==> src/rtl/vector_pkg.sv <==
// Shared constants, FSM state type and word packing for the vector display list.
// Word layout: y[17:10] | x[9:2] | END[1] | LINE[0].
package vector_pkg;

  localparam int DAC_WIDTH    = 8;
  localparam int ADDRESSWIDTH = 10;
  localparam int DATAWIDTH    = 18;

  localparam int X_LSB    = 2;
  localparam int Y_LSB    = 10;
  localparam int END_BIT  = 1;
  localparam int LINE_BIT = 0;
  localparam int VEC_W    = Y_LSB + DAC_WIDTH;

  typedef enum logic [1:0] {
    FILL,
    DROP,
    BLANK,
    WAIT_SWAP
  } vwr_state_t;

  function automatic logic [VEC_W-1:0] pack_vector(
    input logic [DAC_WIDTH-1:0] x,
    input logic [DAC_WIDTH-1:0] y,
    input logic                 line,
    input logic                 last
  );
    logic [VEC_W-1:0] w;
    w                        = '0;
    w[Y_LSB +: DAC_WIDTH]    = y;
    w[X_LSB +: DAC_WIDTH]    = x;
    w[END_BIT]               = last;
    w[LINE_BIT]              = line;
    return w;
  endfunction

endpackage

==> src/rtl/vector_frame_writer.sv <==
// Packs a valid/ready point stream into one half of a double-buffered vector RAM
// and swaps halves on the display's frame_drawn pulse.
// Ports: clk, rst (sync, active-high); pt_valid/pt_ready/pt_x/pt_y/pt_line/pt_last
// point stream in; frame_drawn from display; wr_en/wr_addr/wr_data RAM write port;
// rd_bank selects the half the display replays; overflow is sticky.
// Optional macro VECTOR_WR_BLANK_EN: append a blanked move-to-origin END word to
// every frame (last user word then carries END=0).
module vector_frame_writer #(
  parameter int ADDRESSWIDTH = vector_pkg::ADDRESSWIDTH,
  parameter int DATAWIDTH    = vector_pkg::DATAWIDTH,
  parameter int DAC_WIDTH    = vector_pkg::DAC_WIDTH
) (
  input  logic                    clk,
  input  logic                    rst,
  input  logic                    pt_valid,
  output logic                    pt_ready,
  input  logic [DAC_WIDTH-1:0]    pt_x,
  input  logic [DAC_WIDTH-1:0]    pt_y,
  input  logic                    pt_line,
  input  logic                    pt_last,
  input  logic                    frame_drawn,
  output logic                    wr_en,
  output logic [ADDRESSWIDTH-1:0] wr_addr,
  output logic [DATAWIDTH-1:0]    wr_data,
  output logic                    rd_bank,
  output logic                    overflow
);

  import vector_pkg::*;

  localparam int LW = ADDRESSWIDTH - 1;

  // Last local address a user word may occupy; the blank build keeps one
  // slot back for the trailing origin word.
`ifdef VECTOR_WR_BLANK_EN
  localparam int CAP_I = (1 << LW) - 2;
`else
  localparam int CAP_I = (1 << LW) - 1;
`endif
  localparam logic [LW-1:0] CAP = LW'(CAP_I);

  vwr_state_t               state_q, state_d;
  logic [LW-1:0]            local_q, local_d;
  logic                     wr_bank_q, wr_bank_d;
  logic                     rd_bank_q, rd_bank_d;
  logic                     ovf_q, ovf_d;
  logic                     wr_en_q, wr_en_d;
  logic [ADDRESSWIDTH-1:0]  wr_addr_q, wr_addr_d;
  logic [DATAWIDTH-1:0]     wr_data_q, wr_data_d;
`ifdef VECTOR_WR_BLANK_EN
  logic                     drop_q, drop_d;
`endif

  logic accept;
  logic full;

  // State register
  always_ff @(posedge clk) begin
    if (rst) begin
      state_q   <= FILL;
      local_q   <= '0;
      wr_bank_q <= 1'b1;
      rd_bank_q <= 1'b0;
      ovf_q     <= 1'b0;
      wr_en_q   <= 1'b0;
      wr_addr_q <= '0;
      wr_data_q <= '0;
`ifdef VECTOR_WR_BLANK_EN
      drop_q    <= 1'b0;
`endif
    end else begin
      state_q   <= state_d;
      local_q   <= local_d;
      wr_bank_q <= wr_bank_d;
      rd_bank_q <= rd_bank_d;
      ovf_q     <= ovf_d;
      wr_en_q   <= wr_en_d;
      wr_addr_q <= wr_addr_d;
      wr_data_q <= wr_data_d;
`ifdef VECTOR_WR_BLANK_EN
      drop_q    <= drop_d;
`endif
    end
  end

  // Output logic
  always_comb begin
    pt_ready = 1'b0;
    if (!rst) begin
      pt_ready = (state_q == FILL) || (state_q == DROP);
    end
  end

  assign accept   = pt_valid && pt_ready;
  assign full     = (local_q == CAP);
  assign wr_en    = wr_en_q;
  assign wr_addr  = wr_addr_q;
  assign wr_data  = wr_data_q;
  assign rd_bank  = rd_bank_q;
  assign overflow = ovf_q;

  // Next-state logic
  always_comb begin
    state_d   = state_q;
    local_d   = local_q;
    wr_bank_d = wr_bank_q;
    rd_bank_d = rd_bank_q;
    ovf_d     = ovf_q;
    wr_en_d   = 1'b0;
    wr_addr_d = wr_addr_q;
    wr_data_d = wr_data_q;
`ifdef VECTOR_WR_BLANK_EN
    drop_d    = drop_q;
`endif
    unique case (state_q)
      FILL: begin
        if (accept) begin
          wr_en_d   = 1'b1;
          wr_addr_d = {wr_bank_q, local_q};
          local_d   = local_q + LW'(1);
`ifdef VECTOR_WR_BLANK_EN
          wr_data_d = DATAWIDTH'(pack_vector(pt_x, pt_y, pt_line, 1'b0));
          drop_d    = !pt_last;
          if (pt_last || full) begin
            state_d = BLANK;
          end
          if (full && !pt_last) begin
            ovf_d = 1'b1;
          end
`else
          // A full half forces END so the display never runs off the bank.
          wr_data_d = DATAWIDTH'(pack_vector(pt_x, pt_y, pt_line,
                                             pt_last || full));
          if (pt_last) begin
            state_d = WAIT_SWAP;
          end else if (full) begin
            ovf_d   = 1'b1;
            state_d = DROP;
          end
`endif
        end
      end
      DROP: begin
        if (accept && pt_last) begin
          state_d = WAIT_SWAP;
        end
      end
      BLANK: begin
        wr_en_d   = 1'b1;
        wr_addr_d = {wr_bank_q, local_q};
        wr_data_d = DATAWIDTH'(pack_vector('0, '0, 1'b0, 1'b1));
        local_d   = local_q + LW'(1);
`ifdef VECTOR_WR_BLANK_EN
        state_d   = drop_q ? DROP : WAIT_SWAP;
`else
        state_d   = WAIT_SWAP;
`endif
      end
      WAIT_SWAP: begin
        if (frame_drawn) begin
          rd_bank_d = wr_bank_q;
          wr_bank_d = ~wr_bank_q;
          local_d   = '0;
          state_d   = FILL;
        end
      end
      default: state_d = FILL;
    endcase
  end

endmodule
==> config.mk <==
export PLATFORM = sky130hd
export DESIGN_NAME = vector_frame_writer
export DESIGN_NICKNAME = d
export VERILOG_FILES = /design/src/rtl/vector_pkg.sv /design/src/rtl/vector_frame_writer.sv
export SDC_FILE = /design/constraint.sdc
export NUM_CORES = 1
export LEC_CHECK = 0
export CORE_MARGIN = 2
export CORE_UTILIZATION = 40
export CTS_CLUSTER_SIZE = 25
export DETAILED_ROUTE_END_ITERATION = 10
export PLACE_DENSITY_LB_ADDON = 0.25
export SETUP_SLACK_MARGIN = 0.02
export SLEW_MARGIN = 20
export SYNTH_ARGS = -nofsm -noshare
export SYNTH_HDL_FRONTEND = slang
export SYNTH_SLANG_ARGS = --single-unit
==> constraint.sdc <==
create_clock -name clk -period 1.8 [get_ports clk]
set_input_delay 0.18 -clock clk [delete_from_list [all_inputs] [get_ports clk]]
set_output_delay 0.18 -clock clk [all_outputs]
set_load 0.02 [all_outputs]
After elaboration in Yosys (flattened, before gate mapping) --
Cells that the tools add are included.
Word-level totals: register bits 43, input port bits 22, word-level logic and storage cells 47, output and inout bits 32
Cells by class: add/subtract/negate cells 1, muxes and demuxes 16, reductions and logical operators 12, eq/ne operators 8, bitwise gates (word level) 2
Operator list (number):
- one-hot mux 18 bit (2 select lines) | 1
- one-hot mux 9 bit (3 select lines) | 1
- one-hot mux 10 bit (2 select lines) | 1
- two-way mux 18 bit | 1
- two-way mux 9 bit | 2
- two-way mux 10 bit | 1
- two-way mux 2 bit | 5
- adder 9 x 1 -> 9 bit, second input constant | 1
- equality test 9 bit, second input constant | 1
- one-hot mux 2 bit (4 select lines) | 1
- AND reduction 4 bit | 2
- equality test 2 bit, second input constant | 2
- != test 2 bit, second input constant | 2
- AND reduction 2 bit | 2
- != test 3 bit, second input constant | 1
- AND reduction 3 bit | 1
- nonzero test 3 bit | 1
- equality test 2 x 1 -> 1 bit, second input constant | 1
- logical AND 1 bit | 2
- zero test 2 bit | 1
- logical OR 1 bit | 2
- two-way mux 1 bit | 2
- != test 2 x 1 -> 1 bit, second input constant | 1
- inverter 1 bit | 2
- 2 further kinds | 2

Logic depth before layout (Yosys ltp) --
word-level depth 7, mapped depth 8, gate-level depth less buffers 8

Worst setup path after synthesis --
OpenSTA, ideal clock, no wires.
kind register to register, start register local_q[0], end register state_q[1], setup time 86 ps, path buffers 0, data required time 1714 ps, clock period less this slack 1780 ps, slack 20 ps, stages on the path, launching flop included 9, data arrival time 1695 ps, cell sequence dfxtp_1 ha_1 and3_1 and3_1 ha_1 nand4bb_1 a31oi_1 nor2_1 a211oi_1
Between the ends: longest elaborated chain between the ends 3
Ends and longest elaborated chain:
- start: declaration | RTL line vector_frame_writer.sv:43 | logic [LW-1:0] local_q, local_d;
- start signal: assignment | RTL line vector_frame_writer.sv:73 | local_q <= local_d;
- equality test 9 bit | RTL line vector_frame_writer.sv:95 | assign full = (local_q == CAP);
- != test 3 bit (no line)
- AND reduction 4 bit (no line)
- end signal: assignment | RTL line vector_frame_writer.sv:72 | state_q <= state_d;
- end: declaration | RTL line vector_frame_writer.sv:42 | vwr_state_t state_q, state_d;
Every way passes these cells. A chain may end at the register's enable or synchronous reset.

Worst setup path in the final report --
Ends and elaborated chain as after synthesis.

==> summary.txt <==
Status
  • Outcome: complete, no violations

Routing
  • Post-route DRC: 0
  • Antenna-violating nets left: 0
  • Final wirelength: 4340 um
  • Via Count: 1709
  • DR vias/cell: 5.21
  • Drt first pass iters: 4
  • WL/cell: 13.2 um
  • 1st-iter DRT viols: 167

Power
  • P_sw: 1.15 mW
  • Reg power frac: 0.350
  • Final Power: 3.30 mW
  • Max VDD drop: 739 uV
  • Gate power share: 0.423
  • Net Sw Frac: 0.348
  • Clk network pwr share: 0.227
  • Static leakage: 1.04 nW
  • P_int: 2.15 mW
  • Power per standard cell area: 1230 nW/um^2

Worst setup path
  • R2R Path Start: local_q[0]
  • CP max FO: 3
  • Slowest stage delay, CP: 0.36 ns
  • Critical path's top delay family: simple AND/OR/NAND/NOR gates
  • Endpoint class of the critical path: register
  • Startpoint Class: register
  • Slowest-stage cell, CP: dfxtp_2
  • Kind of critical path: register to register
  • Worst path required time: 2.01 ns
  • Setup crit start: local_q[0]
  • Crit path cell chain: ha_4 > and3_4 > and3_1 > ha_2 > nand4bb_1 > a31oi_1 > nor2_1 > a211oi_1
  • Worst EP arrival: 1.93 ns
  • CP bufs+invs: 0

Clock network
  • Num CTS Buffers: 5
  • Hold-fix buffers, CTS: 0
  • CTS max path bufs: 2
  • Clk root buf: clkbuf_8
  • Clock-pin slew on the worst setup and hold paths: 0.08 ns
  • CTS HTree Levels: 2
  • Worst skew pair latency: 0.29 ns
  • Clock sinks: 43
  • CTS tree: built

Global routing
  • Initial antenna violation count: 0
  • First-pass GRT wire length: 7320 um
  • Largest net degree at the start of global routing: 23
  • Vias in the first global route: 1682
  • Total congestion overflow: 0
  • Gr usage total: 0.178

Die
  • Num ports: 54
  • Chip Height: 71.6 um
  • Core area: 4380 um^2
  • Die ar.: 5120 um^2
  • DIE WIDTH: 71.6 um
  • Row count: 24
  • Starting Density: 0.416

Timing
  • Hold Vio Cnt, Final: 0
  • Worst hold slack: 0.455 ns
  • Worst slew margin: 0.757
  • Worst Max-Slew Pin Slew: 0.359 ns
  • Fin crit period: 1.72 ns
  • Max-slew violations: 0
  • Final worst-path cycle share: 0.956
  • Final setup viols: 0
  • Clock skew: 0.00574 ns
  • Fmax: 0.581 GHz

Logic synthesis
  • Syn. warnings: 0
  • Post-synthesis sequential area ratio: 0.472
  • Top_reg_cell synth: dfxtp_1
  • Post-synth EDFFs: 0
  • Avg Inst Size Synth: 8.95 um^2
  • Net Count, Synth: 233
  • Cell area after synthesis: 1830 um^2
  • Post-Syn Instances: 204
  • Seq cells post-synth: 43
  • Yosys cell types: 39
  • Post-synth ARST share: 0

Final layout
  • Diodes inserted: 0
  • Layout area overhead: 47.0%
  • Most frequent cells in the layout: clkdlybuf4s50_1, dfxtp_1, nor2_1
  • Total Nets Final: 304
  • Layout Cells excl Fill: 328
  • Commonest non-fill, non-tap cell in the layout: clkdlybuf4s50_1
  • Share of cells above drive strength 1: 0.163

Placement
  • Dpl hpwl: 3000 um
  • # port buffers: 53
  • RePlAce Congestion: 0.957
  • Inst Count DP: 318

Run
  • Max Cap Viol: 0

Hold path
  • Worst hold path class: register to register
  • HP Start: wr_addr[6]
path summary, 6_finish.rpt:
path / cells past startpoint / to / slack (ns)
setup / recovery: 8 / state_q[1] / 0.08
hold / removal: 2 / wr_addr[6] / 0.46
setup reg to reg: 8 / state_q[1] / 0.08
hold reg to reg: 2 / wr_addr[6] / 0.46
sequential cells by signal (all words and copies together) (netlist names):
name	cells
wr_addr	10
wr_bank_q	1
rd_bank	1
overflow	1
local_q	9
wr_en	1
wr_data	18
state_q	2
metrics by stage:
step | area, um^2 | TNS (ns) | util | worst slack [ns]
final | 2680 | 0 | 0.612 | 0.0794
after global routing | 2680 | -0.0454 | 0.612 | -0.0289
after CTS | 2640 | 0 | 0.603 | 0.0417
after detailed placement | 2530 | 0 | 0.577 | 0.0555
after global placement | 2530 | 0 | 0.577 | 0.0796
after floorplan | 1830 | 0 | - | 0.0526
worst reg2reg max path: cells and delay by family, from the launching register on:
kind,cells,cell delay (ns)
AOI/OAI and AO/OA,2,0.39
adders and majority gates,2,0.35
DFF,1,0.36
and+or+nand+nor,4,0.56
metal layers:
metal / share of wire / global-route usage
met5: 0 / 0
met1: 0.45 / 0.235
met2: 0.47 / 0.282
met4: 0.017 / 0.0587
met3: 0.063 / 0.0492
cell usage after synthesis (all sizes together) (3+ instances only):
master,n,area [um^2]
nand2,24,90.1
inv,5,18.8
dfxtp,43,861
a21oi,15,75.1
ha,7,87.6
buf,8,47.5
a31oi,5,31.3
a22oi,19,143
and3,4,25.0
a211oi,3,22.5
nor2,29,109
clkbuf,4,15.0
o21ai,11,55.1
mux2i,3,42.5
area by class of cell:
type / instances / area, um^2
Fill cell: 378 / 1700
Multi-Input combinational cell: 144 / 912
Sequential cell: 43 / 865
Timing Repair Buffer: 76 / 711
Clock buffer: 5 / 68.8
Tap cell: 52 / 65.1
Clock inverter: 3 / 43.8
Inverter: 5 / 18.8
power by group through the flow:
stage / Sequential [mW] / Combinational (mW) / Clock (mW)
6_report: 1.15 / 1.40 / 0.749
2_1_floorplan: 1.27 / 0.743 / 0
4_1_cts: 1.14 / 1.36 / 0.769
3_3_place_gp: 1.15 / 1.35 / 0
5_1_grt: 1.17 / 1.53 / 0.800
3_5_place_dp: 1.16 / 1.36 / 0
logic make-up (layout without fill, tap and decap cells):
| family | after synthesis | in the layout | share of synthesized area |
|---|---|---|---|
| adders and majority gates | 7 | 7 | 0.0480 |
| DFF | 43 | 43 | 0.472 |
| buffers and inverters | 17 | 89 | 0.0445 |
| muxes | 4 | 4 | 0.0295 |
| AOI/OAI and AO/OA | 58 | 58 | 0.204 |
| and+or+nand+nor | 75 | 75 | 0.203 |
repair_timing:
action / in CTS / in global routing
setup buffers: 0 / 2
gates cloned: 0 / 0
pin swaps: 0 / 5
setup endpoints to repair: 1 / 8
gates resized for setup: 4 / 9
Power figures use the tool's default switching activity.
